**config.mk**
```make
export PLATFORM = sky130hd
export DESIGN_NAME = if_pc_fetch
export DESIGN_NICKNAME = d
export VERILOG_FILES = /design/src/rtl/if_pc_fetch.sv
export SDC_FILE = /design/constraint.sdc
export NUM_CORES = 1
export LEC_CHECK = 0
export BUFFER_PORTS_ARGS = -buffer_cell sky130_fd_sc_hd__buf_2
export CAP_MARGIN = 20
export CORE_MARGIN = 2
export CORE_UTILIZATION = 54
export CTS_CLUSTER_SIZE = 20
export DETAILED_ROUTE_END_ITERATION = 7
export HOLD_SLACK_MARGIN = 0.05
export PLACE_DENSITY = 0.84
export SYNTH_ARGS = -nofsm -noshare
export SYNTH_HDL_FRONTEND = slang
export SYNTH_SLANG_ARGS = --single-unit
```
**constraint.sdc**
```tcl
create_clock -name clk -period 3.9 [get_ports clk]
set_clock_uncertainty 0.2 [all_clocks]
set_input_delay 0.78 -clock clk [delete_from_list [all_inputs] [get_ports clk]]
set_output_delay 0.78 -clock clk [all_outputs]
set_load 0.005 [all_outputs]
```
**src/rtl/if_pc_fetch.sv**
```systemverilog
// Instruction-fetch front end: PC register, single-outstanding imem requests, IF/ID delivery with a one-entry skid buffer.
// Optional build macro IF_MISALIGN_TRAP_EN: misaligned redirects trap to TRAP_VECTOR and pulse misalign_fault.
module if_pc_fetch #(
  parameter logic [31:0] RESET_VECTOR = 32'h0000_0000,
  parameter logic [31:0] TRAP_VECTOR  = 32'h0000_0100
) (
  input  logic        clk,
  input  logic        rst_n,
  input  logic        stall,
  input  logic        redirect_valid,
  input  logic [31:0] jump_target,
  output logic        imem_req,
  output logic [31:0] imem_addr,
  input  logic        imem_gnt,
  input  logic        imem_rvalid,
  input  logic [31:0] imem_rdata,
  output logic        if_valid,
  output logic [31:0] if_pc,
  output logic [31:0] if_instr,
  output logic        misalign_fault
);

  typedef enum logic [1:0] {S_BOOT, S_REQ, S_WAIT} state_e;

  state_e      state_q, state_d;
  logic [31:0] pc_q, pc_d;
  logic        kill_q, kill_d;
  logic        skid_valid_q, skid_valid_d;
  logic        if_valid_q, if_valid_d;
  logic [31:0] if_pc_q, if_pc_d;
  logic [31:0] if_instr_q, if_instr_d;
  logic        fault_q, fault_d;
  logic [31:0] req_addr_q;
  logic [31:0] skid_pc_q;
  logic [31:0] skid_instr_q;

  logic        grant;
  logic        resp;
  logic        resp_live;
  logic        accept;
  logic        trap_sel;
  logic [31:0] redirect_pc;

`ifdef IF_MISALIGN_TRAP_EN
  assign trap_sel = |jump_target[1:0];
`else
  logic unused_tgt_lsb;
  assign trap_sel       = 1'b0;
  assign unused_tgt_lsb = ^jump_target[1:0];
`endif

  assign imem_req    = (state_q == S_REQ) && !skid_valid_q;
  assign imem_addr   = pc_q;
  assign grant       = imem_req && imem_gnt;
  // rvalid outside S_WAIT belongs to a request lost across reset and is ignored
  assign resp        = (state_q == S_WAIT) && imem_rvalid;
  assign resp_live   = resp && !kill_q;
  assign accept      = redirect_valid && !stall;
  assign redirect_pc = trap_sel ? TRAP_VECTOR : {jump_target[31:2], 2'b00};

  always_comb begin
    state_d      = state_q;
    pc_d         = pc_q;
    kill_d       = kill_q;
    skid_valid_d = skid_valid_q;
    if_valid_d   = if_valid_q;
    if_pc_d      = if_pc_q;
    if_instr_d   = if_instr_q;
    fault_d      = 1'b0;

    case (state_q)
      S_BOOT:  state_d = S_REQ;
      S_REQ: begin
        if (grant) begin
          pc_d    = pc_q + 32'd4;
          state_d = S_WAIT;
        end
      end
      S_WAIT:  if (imem_rvalid) state_d = S_REQ;
      default: state_d = S_BOOT;
    endcase

    if (resp && kill_q) kill_d = 1'b0;

    if (!stall) begin
      if (skid_valid_q) begin
        if_valid_d   = 1'b1;
        if_pc_d      = skid_pc_q;
        if_instr_d   = skid_instr_q;
        skid_valid_d = 1'b0;
      end else if (resp_live) begin
        if_valid_d = 1'b1;
        if_pc_d    = req_addr_q;
        if_instr_d = imem_rdata;
      end else begin
        if_valid_d = 1'b0;
      end
    end else if (resp_live) begin
      skid_valid_d = 1'b1;
    end

    // A redirect squashes delivery and marks any in-flight request for dropping
    if (accept) begin
      pc_d         = redirect_pc;
      fault_d      = trap_sel;
      if_valid_d   = 1'b0;
      skid_valid_d = 1'b0;
      kill_d       = grant || ((state_q == S_WAIT) && !imem_rvalid);
      state_d      = kill_d ? S_WAIT : S_REQ;
    end
  end

  always_ff @(posedge clk) begin
    if (!rst_n) begin
      state_q      <= S_BOOT;
      pc_q         <= RESET_VECTOR;
      kill_q       <= 1'b0;
      skid_valid_q <= 1'b0;
      if_valid_q   <= 1'b0;
      if_pc_q      <= 32'd0;
      if_instr_q   <= 32'd0;
      fault_q      <= 1'b0;
    end else begin
      state_q      <= state_d;
      pc_q         <= pc_d;
      kill_q       <= kill_d;
      skid_valid_q <= skid_valid_d;
      if_valid_q   <= if_valid_d;
      if_pc_q      <= if_pc_d;
      if_instr_q   <= if_instr_d;
      fault_q      <= fault_d;
    end
  end

  always_ff @(posedge clk) begin
    if (grant) req_addr_q <= pc_q;
    if (stall && resp_live) begin
      skid_pc_q    <= req_addr_q;
      skid_instr_q <= imem_rdata;
    end
  end

  assign if_valid       = if_valid_q;
  assign if_pc          = if_pc_q;
  assign if_instr       = if_instr_q;
  assign misalign_fault = fault_q;

endmodule

```
==> flow_results.org <==
** Status
- Run status :: complete, no violations

** Worst setup path
- Data required time of the worst path :: ~4000 ps
- Crit path from :: skid_valid_q
- For the worst setup path, the data arrival time is 2550 ps.
- Number of buffer and inverter stages on the critical path :: 2
- Critical register-to-register path endpoint :: imem_addr[25]
- The cell family contributing the most delay on the critical path is simple AND/OR/NAND/NOR gates.
- Among all stages on the critical path, the largest delay is contributed by dfxtp_4.
- In this run the register-to-register setup slack is 1430 ps.
- Largest fanout on the critical path :: 33
- The worst setup path is launched from a flip-flop.
- Critical Path, Cell by Cell :: nand4bb_1 > buf_4 > clkinv_2 > nand4_1 > nor4_2 > xnor2_1 > a21oi_1
- Longest individual stage delay on the worst path :: 510 ps
- Start-to-end type of the worst setup path :: reg -> reg
- Start of the worst register-to-register path :: skid_valid_q
- Capturing element type of the critical path :: flip-flop
- Crit path capture :: imem_addr[25]
- The worst register-to-register path has a depth of 7.
- Worst path depth :: 7

** Pwr
- Overall power consumption after layout is estimated at 0.00415 W.
- The share of total power dissipated in combinational logic is 0.058.
- Dividing total power by cell area gives a power density of around 460 mW/mm².
- Of the total power, the share spent switching nets is 0.217.
- Summed over all nets, the switching power comes to 0.000901 W.
- The share of total power dissipated in the clock network is 0.411.
- VDD sags by at most approximately 260 µV.
- Sequential Power Share :: 0.532
- Cell internal power was estimated by the tool at 0.00325 W.
- P_leak :: between 3 and 4 nW

** Run
- Number of max-cap violations :: 0

** Routing
- Dividing the detail-routed via count by the number of cells gives 5.63.
- In the final routed layout, each cell accounts on average for 17.8 µm.
- First-pass DRT Iterations :: 4
- In the routed design, unresolved DRC markers number 0.
- Starting DRC count in detailed routing :: 349
- Number of vias in the routed layout :: 5,338
- The final layout contains routed wiring with a total length of 16.9 mm.
- The count of nets left with antenna violations once routing finished came out at 0.

** Global routing
- Global routing finished with a remaining overflow of 0.
- Pin count of the biggest net entering global routing :: 67
- Antenna violations before repair :: 3
- Global-route wire length before repair :: 26.6 mm
- Via count of the first global-routing pass :: 5,347
- Gr usage total :: 0.236

** Clock network
- Clock-pin slew was measured on the worst setup and hold paths at about 60 ps.
- Post-CTS setup buffers :: 0
- The later pin in the worst-skew pair is clocked with a latency of roughly 420 ps.
- Longest Clk Path Bufs :: 2
- Cts hold-fix bufs :: 0
- Cts repair resizes :: 0
- The clock tree synthesis step divided the H-tree into 4 levels.
- Number of sinks handled by clock tree synthesis :: 189
- CTS root buf :: clkbuf_16
- TritonCTS built the clock tree.
- Buffers inserted during clock tree synthesis total 17.

** Synth
- In the synthesized netlist the async set-or-reset flop fraction comes to 0.
- Number of flops mapped to enable cells by yosys :: roughly 90
- Cell taking the most area after synthesis :: edfxtp_1
- Total standard cell area after synthesis :: 0.00739 mm²
- In this run the mean area of a mapped cell was 12.2 µm².
- Sequential cell area fraction in the yosys report :: 0.637
- For this run, the number of Yosys warnings is 0.
- By area the synthesized netlist is led by edfxtp_1 (37%), dfxtp_1 (26%), mux2i_1 (8.4%).
- Synthesized instance count :: 606
- Register bit total from synthesis :: approximately 190
- Netlist cell types :: 44
- The most used flip-flop cell after synthesis is dfxtp_1.
- The share of synthesized area in the top cell type comes to 0.374.

** Die
- Number of placement rows :: 42
- Die Outline Area :: 0.0146 mm²
- The initial utilization of the core area, before any placement, comes to 0.556.
- Floorplan die height :: roughly 120 µm
- In this run the count of I/O pins placed on the die edge is 169.
- After floorplanning, the core was sized to cover around 0.013 mm².
- The die is around 120 µm wide.

** Cells and area
- The finished cells cover slightly below 0.009 mm².
- Synth-to-Final Area Change :: 20.8%
- Share of post-route cells with drive strength above 1 :: 0.276
- Fin nets :: 827
- Fill cell count :: 981
- For this run, the share of the core covered by cells in the final layout is 0.671.

** Hold path
- The worst hold path passes through 0 cells.
- The min-delay analysis places its worst path in the category reg -> reg.

** STA
- Timing would allow up to just over 400 MHz.
- Post-route minimum period :: between 2000 and 2500 ps
- Rel. slew slack :: 0.379
- Number of max-slew violations in the final report :: 0
- Setup tns final :: 0 ps
- After layout, the worst setup slack is 1430 ps.
- Final period utilization :: 0.633
- For the pin with the worst max-slew slack, the measured transition is 931 ps.
- Setup repair after global routing missed its margin :: false
- Number of setup violations in the final report :: 0
- Final Hold Viols :: 0

** Place
- Setup WS pre-CTS :: 1220 ps
- After detailed placement, the total cell area comes to 0.00834 mm².
- GP Congestion :: 0.799
- During placement, the flow inserted port buffers numbering 161.
- The wire-length estimate of the detail-placed layout is 11.7 mm.
==> metrics by stage <==
stage	cells	hold slack, ps
global route	947	263
detailed placement	913	242
floorplan	610	226
finish	948	251
global placement	913	232
CTS	945	255
==> power by group through the flow <==
stage | Clock, W | Combinational (W) | Sequential [W]
final | 0.00170 | 0.000239 | 0.00221
after global routing | 0.00181 | 0.000263 | 0.00221
after CTS | 0.00173 | 0.000239 | 0.00220
after detailed placement | 0 | 0.000237 | 0.00225
after global placement | 0 | 0.000226 | 0.00224
after floorplan | 0 | 0.000127 | 0.00224
==> synthesized netlist by cell type (7+ instances only) <==
library cell and n:
dfxtp_1 97, edfxtp_1 92, nor2_1 74, a211oi_1 68, mux2i_1 62, a21oi_1 22, clkbuf_1 22, nand2_1 22
o21ai_0 21, nand3_1 18, xnor2_1 14, xor2_1 12, nand4_1 8, and3_1 7, buf_1 7, buf_2 7
==> placed cells by master (no fill, tap or decap), drive strengths merged, types with 9 or more instances in the layout <==
cell	netlist	layout
nand3	18	18
a21oi	22	22
nand2	22	22
mux2i	62	62
xnor2	14	14
clkbuf	22	18
a211oi	68	68
edfxtp	92	92
xor2	12	12
nor2	75	75
nor4	9	9
nand4	9	9
clkinv	1	9
buf	20	169
dfxtp	97	97
o21ai	24	24
==> layer usage <==
metal / share of wire / global-route usage / wire length, µm
met5: 0 / 0 / 0
met4: 0.032 / 0.132 / 536
met3: 0.056 / 0.0498 / 945
met2: 0.49 / 0.389 / 8300
met1: 0.42 / 0.287 / 7080
==> cells by family after synthesis <==
kind of cell	Yosys count	share of synthesized area
multiplexers	62	0.0840
flip-flops	189	0.637
AO/OA/AOI/OAI	120	0.106
adder cells (fa/ha/maj)	1	0.00169
XOR/XNOR	26	0.0308
buffers and inverters	47	0.0283
AND/OR/NAND/NOR	160	0.112
other	1	0.000507
==> registers in the layout (all words and copies together), names as in the netlist <==
name          flops
kill_q            1
skid_valid_q      1
if_pc            30
state_q           2
if_instr         32
skid_pc_q        30
imem_addr        30
if_valid          1
req_addr_q       30
skid_instr_q     32
==> worst min path at each step <==
| stage | from | end | slack, ps |
|---|---|---|---|
| floorplan | req_addr_q[10] | skid_pc_q[10] | 230 |
| global placement | req_addr_q[14] | skid_pc_q[14] | 230 |
| detailed placement | req_addr_q[14] | skid_pc_q[14] | 240 |
| CTS | req_addr_q[19] | skid_pc_q[19] | 250 |
| global route | req_addr_q[17] | skid_pc_q[17] | 260 |
| finish | req_addr_q[19] | skid_pc_q[19] | 250 |
==> cell type report <==
cell class / count / area (µm²) / share of cell area
Sequential cell: 189 / 4710 / 0.527
Timing Repair Buffer: 169 / 891 / 0.0998
Clock inverter: 14 / 150 / 0.0168
Tap cell: 176 / 220 / 0.0247
Clock buffer: 18 / 429 / 0.0481
Multi-Input combinational cell: 374 / 2500 / 0.280
Antenna cell: 3 / 7.51 / 0.000841
Inverter: 5 / 20.0 / 0.00224
No activity file was read; power rests on OpenSTA's default activity.
